**src/rtl/fixed_adder.sv**
```systemverilog
// fixed_adder: registered sign-magnitude fixed-point adder/subtractor.
// Words are WIDTH bits: bit WIDTH-1 is the sign, bits WIDTH-2:0 are an
// unsigned magnitude (Q8.8 with the default parameters). One operation per
// clock, one-cycle latency, saturating on magnitude overflow.
//
// Ports:
//   clk  - rising-edge clock
//   rst  - synchronous reset, active-high (clears sum and ovf)
//   a    - operand A, sign-magnitude
//   b    - operand B, sign-magnitude
//   sub  - 0: sum = a + b, 1: sum = a - b
//   sum  - registered result, sign-magnitude (never negative zero)
//   ovf  - registered; 1 when sum holds a saturated result
module fixed_adder #(
  parameter int unsigned WIDTH     = 17,
  parameter int unsigned FRAC_BITS = 8
) (
  input  logic             clk,
  input  logic             rst,
  input  logic [WIDTH-1:0] a,
  input  logic [WIDTH-1:0] b,
  input  logic             sub,
  output logic [WIDTH-1:0] sum,
  output logic             ovf
);

  localparam int unsigned MAG_W = WIDTH - 1;

  // The binary point position does not affect the arithmetic; only make sure
  // it fits inside the magnitude field.
  if (FRAC_BITS > MAG_W) begin : g_bad_frac
    $error("fixed_adder: FRAC_BITS exceeds magnitude width");
  end

  logic             sa;
  logic             sb_eff;
  logic [MAG_W-1:0] ma;
  logic [MAG_W-1:0] mb;
  logic [MAG_W:0]   add_full;
  logic [MAG_W-1:0] diff_ab;
  logic [MAG_W-1:0] diff_ba;

  logic [WIDTH-1:0] sum_d;
  logic [WIDTH-1:0] sum_q;
  logic             ovf_d;
  logic             ovf_q;

  // Operand decode: subtraction is addition with B's sign flipped.
  always_comb begin
    sa       = a[WIDTH-1];
    sb_eff   = b[WIDTH-1] ^ sub;
    ma       = a[MAG_W-1:0];
    mb       = b[MAG_W-1:0];
    add_full = {1'b0, ma} + {1'b0, mb};
    diff_ab  = ma - mb;
    diff_ba  = mb - ma;
  end

  // Result select, saturation and zero-sign normalisation.
  always_comb begin
    logic             sign_r;
    logic [MAG_W-1:0] mag_r;
    sign_r = 1'b0;
    mag_r  = '0;
    ovf_d  = 1'b0;

    if (sa == sb_eff) begin
      sign_r = sa;
      if (add_full[MAG_W]) begin
        mag_r = '1;
        ovf_d = 1'b1;
      end else begin
        mag_r = add_full[MAG_W-1:0];
      end
    end else if (ma > mb) begin
      sign_r = sa;
      mag_r  = diff_ab;
    end else if (mb > ma) begin
      sign_r = sb_eff;
      mag_r  = diff_ba;
    end

    // A zero magnitude is always reported as +0.
    if (mag_r == '0) begin
      sign_r = 1'b0;
    end

    sum_d = {sign_r, mag_r};
  end

  // Single output register stage; reset wins over the sampled operation.
  always_ff @(posedge clk) begin
    if (rst) begin
      sum_q <= '0;
      ovf_q <= 1'b0;
    end else begin
      sum_q <= sum_d;
      ovf_q <= ovf_d;
    end
  end

  assign sum = sum_q;
  assign ovf = ovf_q;

endmodule

```
**config.mk**
```make
export PLATFORM = sky130hd
export DESIGN_NAME = fixed_adder
export DESIGN_NICKNAME = d
export VERILOG_FILES = /design/src/rtl/fixed_adder.sv
export SDC_FILE = /design/constraint.sdc
export NUM_CORES = 1
export LEC_CHECK = 0
export ABC_AREA = 1
export CORE_AREA = 2 2 117 119
export CTS_BUF_LIST = sky130_fd_sc_hd__clkbuf_2 sky130_fd_sc_hd__clkbuf_4 sky130_fd_sc_hd__clkbuf_8
export CTS_CLUSTER_DIAMETER = 50
export DETAILED_ROUTE_END_ITERATION = 12
export DIE_AREA = 0 0 119 121
export HOLD_SLACK_MARGIN = 0.05
export PLACE_DENSITY_LB_ADDON = 0.1
export RECOVER_POWER = 50
export SLEW_MARGIN = 10
export SYNTH_ARGS = -nofsm -noshare
export SYNTH_HDL_FRONTEND = slang
export SYNTH_SLANG_ARGS = --single-unit
```
**constraint.sdc**
```tcl
create_clock -name clk -period 7.2 [get_ports clk]
set_input_delay 2.16 -clock clk [delete_from_list [all_inputs] [get_ports clk]]
set_output_delay 2.16 -clock clk [all_outputs]
set_load 0.05 [all_outputs]
```
==> results of run 1 <==
[Yosys cell counts, types with 2 or more instances]
cell	count	area [sq um]
buf_2	7	35.0
nor2_1	49	184
o21a_1	2	15.0
a21oi_2	2	17.5
fa_1	3	60.1
o21bai_1	2	15.0
and2_1	2	12.5
dfxtp_1	18	360
o21ai_0	10	50.1
nand4_1	6	37.5
buf_4	8	60.1
nor3_1	8	40.0
xor2_1	16	140
ha_1	48	601
nand3_1	72	360
nand2_4	2	22.5
nand3b_1	3	22.5
nor2_4	3	33.8
nand2_2	6	37.5
nand2_1	263	987
a21oi_1	31	155
inv_2	6	22.5
inv_1	132	495
[layout make-up]
cell class                 instances  area, sq um  share of cell area
clock buffer                       3         41.3             0.00909
timing repair buffer              54          541               0.119
inverter                         138          518               0.114
sequential                        18          360              0.0793
tap                              176          220              0.0485
multi-input combinational        535         2860               0.630
[cell usage in the layout (no fill, tap or decap), types with 2 or more instances in the layout]
| master | synthesis | final |
|---|---|---|
| clkbuf_8 | 0 | 3 |
| a21oi_2 | 2 | 2 |
| nor2_1 | 49 | 49 |
| inv_2 | 6 | 6 |
| ha_1 | 48 | 48 |
| dfxtp_1 | 18 | 18 |
| a21oi_1 | 31 | 31 |
| fa_1 | 3 | 3 |
| nand3_1 | 72 | 72 |
| o21ai_0 | 10 | 10 |
| and2_1 | 2 | 2 |
| clkdlybuf4s50_1 | 0 | 36 |
| nor2_4 | 3 | 3 |
| o21bai_1 | 2 | 2 |
| nand2_4 | 2 | 2 |
| nand4_1 | 6 | 6 |
| nor3_1 | 8 | 8 |
| inv_1 | 132 | 132 |
| nand3b_1 | 3 | 3 |
| nand2_2 | 6 | 6 |
| o21a_1 | 2 | 2 |
| nand2_1 | 263 | 263 |
| dlygate4sd3_1 | 0 | 18 |
| xor2_1 | 16 | 16 |
[logic make-up (layout without fill, tap and decap cells)]
logic type      count (synthesis)  in the layout  share of synthesized area
compound gates                 49             49                     0.0688
buf+inv                       156            195                      0.164
flops                          18             18                     0.0935
xor+xnor                       17             17                     0.0386
fa+ha+maj                      51             51                      0.171
simple gates                  418            418                      0.464
[per-stage QoR]
step,cell area (sq um),hold WS [ns],total power (uW),cells
final,4540,2.62,600,924
after global routing,4540,2.70,658,924
after CTS,4540,2.60,609,924
after global placement,4500,2.87,547,921
after detailed placement,4500,2.85,545,921
after floorplan,3850,2.34,418,709
[sequential cells by signal (all words and copies together) (netlist names)]
register	count
ovf	1
sum	17
[power groups by stage]
| stage | sequential, uW | combinational (uW) | clock (uW) |
|---|---|---|---|
| 2_1_floorplan | 171 | 247 | 0 |
| 3_3_place_gp | 119 | 428 | 0 |
| 3_5_place_dp | 120 | 425 | 0 |
| 4_1_cts | 118 | 426 | 65.3 |
| 5_1_grt | 118 | 470 | 69.8 |
| 6_report | 117 | 421 | 63.0 |
[layer usage]
metal,global-route usage,share of wire
met1,0.262,0.52
met2,0.288,0.43
met3,0.00705,0.043
met4,0.0171,0.0026
met5,0,0
[path summary, 6_finish.rpt]
check	startpoint	to	slack (ns)	cells past startpoint
worst min-delay path	a[16]	sum[16]	2.62	3
worst max-delay path	a[0]	sum[16]	2.31	21
[worst max-delay path: stages]
cell,delay [ns]
clkdlybuf4s50_1,0.45
inv_1,0.08
ha_1,0.13
inv_1,0.09
fa_1,0.50
nand3_1,0.11
nand3_1,0.11
nand2_1,0.12
nand2_1,0.10
nand2_1,0.11
nand2_4,0.11
nand2_2,0.14
inv_2,0.12
nand2_1,0.08
nand3_1,0.07
nand2_1,0.14
nand2_1,0.06
nor2_1,0.08
nand2_1,0.08
nor2_1,0.11
nor2_1,0.04
==> impl_metrics.py, run 1 <==
metrics = {
    "setup_path": {
        "crit_type": "primary input to flip-flop",
        "worstPathRequired_ns": 7.33,
        "endpoint_kind": "flip-flop",
        "startpoint_type": "primary input",
        "cp_data_arrival_time_ns": 5.02,
        "crit_fanout": 8,
    },
    "finish": {
        "fillers": 1507,
        "layout.nets": 838,
        "n_antenna_cell": 0,
        "drive_gt1_frac": 0.0334,
        "syn_to_final_growth_pct": 17.9,
        "finish.utilization": 0.347,
    },
    "job": {
        "maxCapViolations": 0,
    },
    "pwr": {
        "ir_drop_mv": 0.0504,
        "p_per_area_nw_per_um2": 132,
        "leakage_uw": 0.00261,
        "swShare": 0.525,
        "sequentialPowerShare": 0.194,
        "power.internal_uw": 285,
        "pwr-share-clk": 0.105,
        "switchingPower_uw": 315,
        "combPwrFrac": 0.701,
    },
    "sta": {
        "drv_slew": 0,
        "setup_tns_ns": 0,
        "setup_slack_ns": 2.31,
        "max_slew_margin": 0.608,
        "max_slew.worst_pin.slew_ns": 0.587,
        "period_share": 0.680,
        "layout_min_cycle_time_ns": 4.89,
        "setup_viol": 0,
        "clock.fmax_mhz": 204,
        "hold_viol": 0,
        "rsz0062_at_grt": "no",
    },
    "clock_tree": {
        "cts.sink_count": 18,
        "cts_post_setup_buffers_inserted": 0,
        "cts_htree_levels": 1,
        "clockBufferDepth": 2,
        "cts_buffers": 3,
        "cts.hold.buffers_added": 0,
        "clk_pin_slew_ns": 0.05,
        "cts_tree": "built",
        "cts-root-buf": "clkbuf_8",
        "cts-resized-gates": 0,
    },
    "detailed_routing": {
        "post_drt_wl_per_cell_um": 13.4,
        "drtIter0Drc": 217,
        "detail_route.first_pass.iterations": 5,
        "vias": 4167,
        "antenna_left": 0,
        "via_per_inst": 4.51,
        "drt-total-wl_um": 12400,
        "route.detailed.drc": 0,
    },
    "synth": {
        "yosysWarnings": 0,
        "synth_nets": 797,
        "synth_edf_count": 0,
        "ys_seq_area_frac": 0.0935,
        "synth_seq_cells": 18,
        "synthArstFlopShare": 0,
        "netlist_area_sq_um": 3850,
        "syn_inst": 709,
        "syn_avg_cell_area_sq_um": 5.44,
        "synthDistinctLibCells": 33,
        "synth_ff_type": "dfxtp_1",
    },
    "place": {
        "finalWeightedCongestion": 0.918,
        "io_buffers": 54,
        "dp_hpwl_um": 10800,
        "post-place-ws_ns": 2.05,
    },
    "floorplan": {
        "ios": 55,
        "row_count": 42,
        "die_x_um": 119,
        "dieArea_sq_um": 14400,
        "fp.dieH_um": 121,
        "coreArea_sq_um": 13100,
        "initial_core_util": 0.295,
    },
    "global_routing": {
        "grt_first_pass_wirelength_um": 20200,
        "grt-ovfl-total": 0,
        "grt_pass1_vias": 3941,
        "grt_max_degree": 22,
        "groute.usage.overall": 0.175,
        "antenna_found_initial": 0,
    },
    "outcome": {
        "status": "complete, no violations",
    },
    "min_path": {
        "hold_path_class": "primary input to flip-flop",
    },
}
Power figures use the tool's default switching activity.
==> run 2, diff against run 1 <==
clock period = 5.03 ns   (was 7.2 ns; I/O delays follow)
==> impl_metrics.py, run 2 (synthesized netlist as in run 1, its figures left out) <==
metrics = {
    "job": {
        "maxCapViolations": 0,
    },
    "global_routing": {
        "grt_max_degree": 22,
        "grt_pass1_vias": 4016,
        "antenna_found_initial": 0,
        "grt-ovfl-total": 0,
        "grt_first_pass_wirelength_um": 20500,
        "groute.usage.overall": 0.178,
    },
    "pwr": {
        "p_per_area_nw_per_um2": 190,
        "leakage_uw": 0.00262,
        "ir_drop_mv": 0.0690,
    },
    "sta": {
        "setup_tns_ns": 0,
        "setup_slack_ns": 0.855,
        "rsz0062_at_grt": "no",
        "period_share": 0.830,
        "max_slew.worst_pin.slew_ns": 0.604,
        "layout_min_cycle_time_ns": 4.18,
        "drv_slew": 0,
        "setup_viol": 0,
        "clock.fmax_mhz": 240,
        "hold_viol": 0,
        "max_slew_margin": 0.596,
    },
    "clock_tree": {
        "cts.hold.buffers_added": 0,
        "clockBufferDepth": 2,
        "cts_post_setup_buffers_inserted": 0,
        "clk_pin_slew_ns": 0.06,
        "cts-root-buf": "clkbuf_8",
        "cts.sink_count": 18,
        "cts-resized-gates": 0,
        "cts_tree": "built",
        "cts_buffers": 3,
        "cts_htree_levels": 1,
    },
    "detailed_routing": {
        "via_per_inst": 4.56,
        "drtIter0Drc": 260,
        "antenna_left": 0,
        "detail_route.first_pass.iterations": 4,
        "drt-total-wl_um": 12600,
        "route.detailed.drc": 0,
        "vias": 4225,
        "post_drt_wl_per_cell_um": 13.6,
    },
    "setup_path": {
        "crit_type": "primary input to flip-flop",
        "worstPathRequired_ns": 5.16,
        "max_stage_delay_ns": 0.51,
        "crit_slowest_cell": "clkdlybuf4s50_1",
        "cp_data_arrival_time_ns": 4.31,
        "endpoint_kind": "flip-flop",
        "crit_fanout": 8,
        "path_common_cell": "nand2_1",
        "startpoint_type": "primary input",
        "crit_chain": "clkdlybuf4s50_1 > ha_1 > inv_1 > fa_1 > nand3_1 > nand3_1 > nand2_1 > nand2_1 > nand2_1 > nand2_4 > nand2_2 > inv_2 > nand2_1 > nand3_1 > nand2_1 > nand2_1 > nor2_1 > nand2_1 > nor2_1 > nor2_1",
    },
    "place": {
        "post-place-ws_ns": 0.593,
        "placed_cell_area_sq_um": 4520,
        "dp_hpwl_um": 11000,
        "finalWeightedCongestion": 0.966,
        "io_buffers": 54,
    },
    "min_path": {
        "hold_path_class": "primary input to flip-flop",
    },
    "floorplan": {
        "ios": 55,
        "fp.dieH_um": 121,
        "coreArea_sq_um": 13100,
        "die_x_um": 119,
        "row_count": 42,
        "initial_core_util": 0.295,
        "dieArea_sq_um": 14400,
    },
    "finish": {
        "final_common_cell": "nand2_1",
        "most-common-layout-cells": "nand2_1 (263), inv_1 (132), nand3_1 (72)",
        "finish.instance_area_sq_um": 4560,
        "layout.nets": 840,
        "syn_to_final_growth_pct": 18.2,
        "largest_reg_flops": 17,
        "drive_gt1_frac": 0.0360,
        "fillers": 1501,
        "n_antenna_cell": 0,
    },
    "outcome": {
        "status": "complete, no violations",
    },
}
-- run 2: report_power, final --
part           switching (uW)  internal (uW)  leakage (uW)
combinational             414            194       0.00244
sequential               3.72            163      0.000150
clock                    38.2           52.9     0.0000216
-- run 2: final cells by class --
type,count,area (sq um),share of cell area
clock buffer,3,41.3,0.00906
tap,176,220,0.0483
multi-input combinational,535,2860,0.628
sequential,18,360,0.0791
timing repair buffer,56,556,0.122
inverter,138,518,0.114
-- run 2: through the flow --
step	cells	power, uW	hold slack, ns	util
after floorplan	709	598	1.69	-
after global placement	923	787	2.23	0.345
final	926	866	2.00	0.348
after CTS	926	877	1.97	0.348
after global routing	926	950	2.05	0.348
after detailed placement	923	784	2.22	0.345
-- run 2: worst max-delay path: cells and delay by family --
family | cells | cell delay, ns
simple gates | 15 | 1.41
buf+inv | 3 | 0.71
fa+ha+maj | 2 | 0.65
-- run 2: per-layer routing --
metal  vias to the layer above  global-route usage  share of wire
li1                       2227                   -              -
met1                      1881               0.262           0.52
met2                       111               0.286           0.44
met3                         6              0.0127          0.043
met4                         0              0.0305         0.0063
met5                         -                   0              0
-- run 2: path summary, 6_finish.rpt --
kind	start	end	slack, ns	cells past startpoint
worst min-delay path	a[16]	sum[16]	2.00	3
worst max-delay path	b[0]	sum[16]	0.85	20
==> run 3, diff against run 2 <==
clock period = 4.15 ns   (was 5.03 ns; I/O delays follow)
==> impl_metrics.py, run 3 (synthesized netlist as in run 1, its figures left out) <==
metrics = {
    "detailed_routing": {
        "detail_route.first_pass.iterations": 5,
        "drtIter0Drc": 231,
        "via_per_inst": 4.53,
        "vias": 4330,
        "post_drt_wl_per_cell_um": 13.6,
        "antenna_left": 0,
        "route.detailed.drc": 0,
        "drt-total-wl_um": 12900,
    },
    "pwr": {
        "p_total_uw": 1100,
        "ir_drop_mv": 0.0832,
        "sequentialPowerShare": 0.184,
        "swShare": 0.512,
        "leakage_uw": 0.00276,
        "pwr-share-clk": 0.101,
        "combPwrFrac": 0.715,
        "p_per_area_nw_per_um2": 231,
        "power.internal_uw": 538,
        "switchingPower_uw": 563,
    },
    "min_path": {
        "hold_path_class": "primary input to flip-flop",
    },
    "clock_tree": {
        "cts.hold.buffers_added": 0,
        "cts_htree_levels": 1,
        "clk_pin_slew_ns": 0.06,
        "cts-root-buf": "clkbuf_8",
        "cts-resized-gates": 0,
        "cts_post_setup_buffers_inserted": 0,
        "cts_buffers": 3,
        "clockBufferDepth": 2,
        "cts.sink_count": 18,
        "cts_tree": "built",
    },
    "finish": {
        "most-common-layout-cells": "nand2_1 (263), inv_1 (132), nand3_1 (72)",
        "syn_to_final_growth_pct": 23.9,
        "finish.instance_area_sq_um": 4780,
        "regArea_sq_um": 360,
        "final_common_cell": "nand2_1",
        "n_antenna_cell": 0,
        "fillers": 1506,
        "multi_input_area_sq_um": 2860,
        "largest_reg_flops": 17,
        "drive_gt1_frac": 0.0719,
        "layout.nets": 869,
    },
    "setup_path": {
        "path_common_cell": "nand2_1",
        "endpoint_kind": "flip-flop",
        "max_stage_delay_ns": 0.47,
        "startpoint_type": "primary input",
        "crit_buf_inv": 4,
        "cp_data_arrival_time_ns": 3.99,
        "crit_slowest_cell": "fa_1",
        "crit_chain": "clkdlybuf4s50_1 > inv_1 > ha_1 > inv_1 > fa_1 > nand3_1 > nand3_1 > nand2_1 > nand2_1 > nand2_1 > nand2_4 > buf_4 > nor2_8 > nand2_1 > nand3_1 > nand2_1 > nand2_1 > nor2_1 > nand2_1 > nor2_1 > nor2_1",
        "worstPathRequired_ns": 4.33,
        "crit_type": "primary input to flip-flop",
        "crit_family": "simple AND/OR/NAND/NOR gates",
        "crit_fanout": 15,
    },
    "floorplan": {
        "coreArea_sq_um": 13100,
        "die_x_um": 119,
        "initial_core_util": 0.295,
        "ios": 55,
        "fp.dieH_um": 121,
        "row_count": 42,
        "dieArea_sq_um": 14400,
    },
    "sta": {
        "max_slew_margin": 0.599,
        "hold_ws_ns": 1.69,
        "setup_viol": 0,
        "max_slew.worst_pin.slew_ns": 0.599,
        "clock.fmax_mhz": 263,
        "layout_min_cycle_time_ns": 3.81,
        "period_share": 0.918,
        "hold_viol": 0,
        "drv_slew": 0,
        "rsz0062_at_grt": "no",
        "setup_tns_ns": 0,
    },
    "global_routing": {
        "groute.usage.overall": 0.181,
        "antenna_found_initial": 0,
        "grt_max_degree": 22,
        "grt_pass1_vias": 4185,
        "grt-ovfl-total": 0,
        "grt_first_pass_wirelength_um": 21000,
    },
    "job": {
        "maxCapViolations": 0,
    },
    "place": {
        "dp_hpwl_um": 11400,
        "finalWeightedCongestion": 0.896,
        "placed_cell_area_sq_um": 4730,
        "io_buffers": 54,
    },
    "outcome": {
        "status": "complete, no violations",
    },
}
run 3: routing by layer:
metal  up-vias  part of all wire  GRT usage
li1       2295                 -          -
met4         0            0.0054     0.0164
met2       114              0.44      0.300
met1      1913              0.51      0.269
met5         -                 0          0
met3         8             0.039    0.00940
run 3: worst paths after layout:
check	from	end	depth (start not counted)
worst max-delay path	a[0]	sum[16]	21
worst min-delay path	a[16]	sum[16]	3
run 3: layout make-up:
| cell class | count | share of cell area |
|---|---|---|
| multi-input cells | 535 | 0.599 |
| flip-flops and latches | 18 | 0.0755 |
| clock buffers | 3 | 0.00865 |
| well taps | 176 | 0.0461 |
| repair buffers | 85 | 0.162 |
| inverters | 138 | 0.108 |
run 3: power by group through the flow:
stage	combinational [uW]	sequential, uW	clock, uW
after floorplan	428	297	0
after global placement	797	207	0
after detailed placement	794	208	0
after CTS	796	204	116
after global routing	874	205	125
final	788	202	111
run 3: per-stage QoR:
step                      worst slack, ns  utilization  cells
final                               0.342        0.365    955
after global routing               0.0658        0.365    955
after CTS                           0.340        0.365    955
after detailed placement           0.0877        0.362    952
after global placement             0.0892        0.362    952
after floorplan                     0.956            -    709
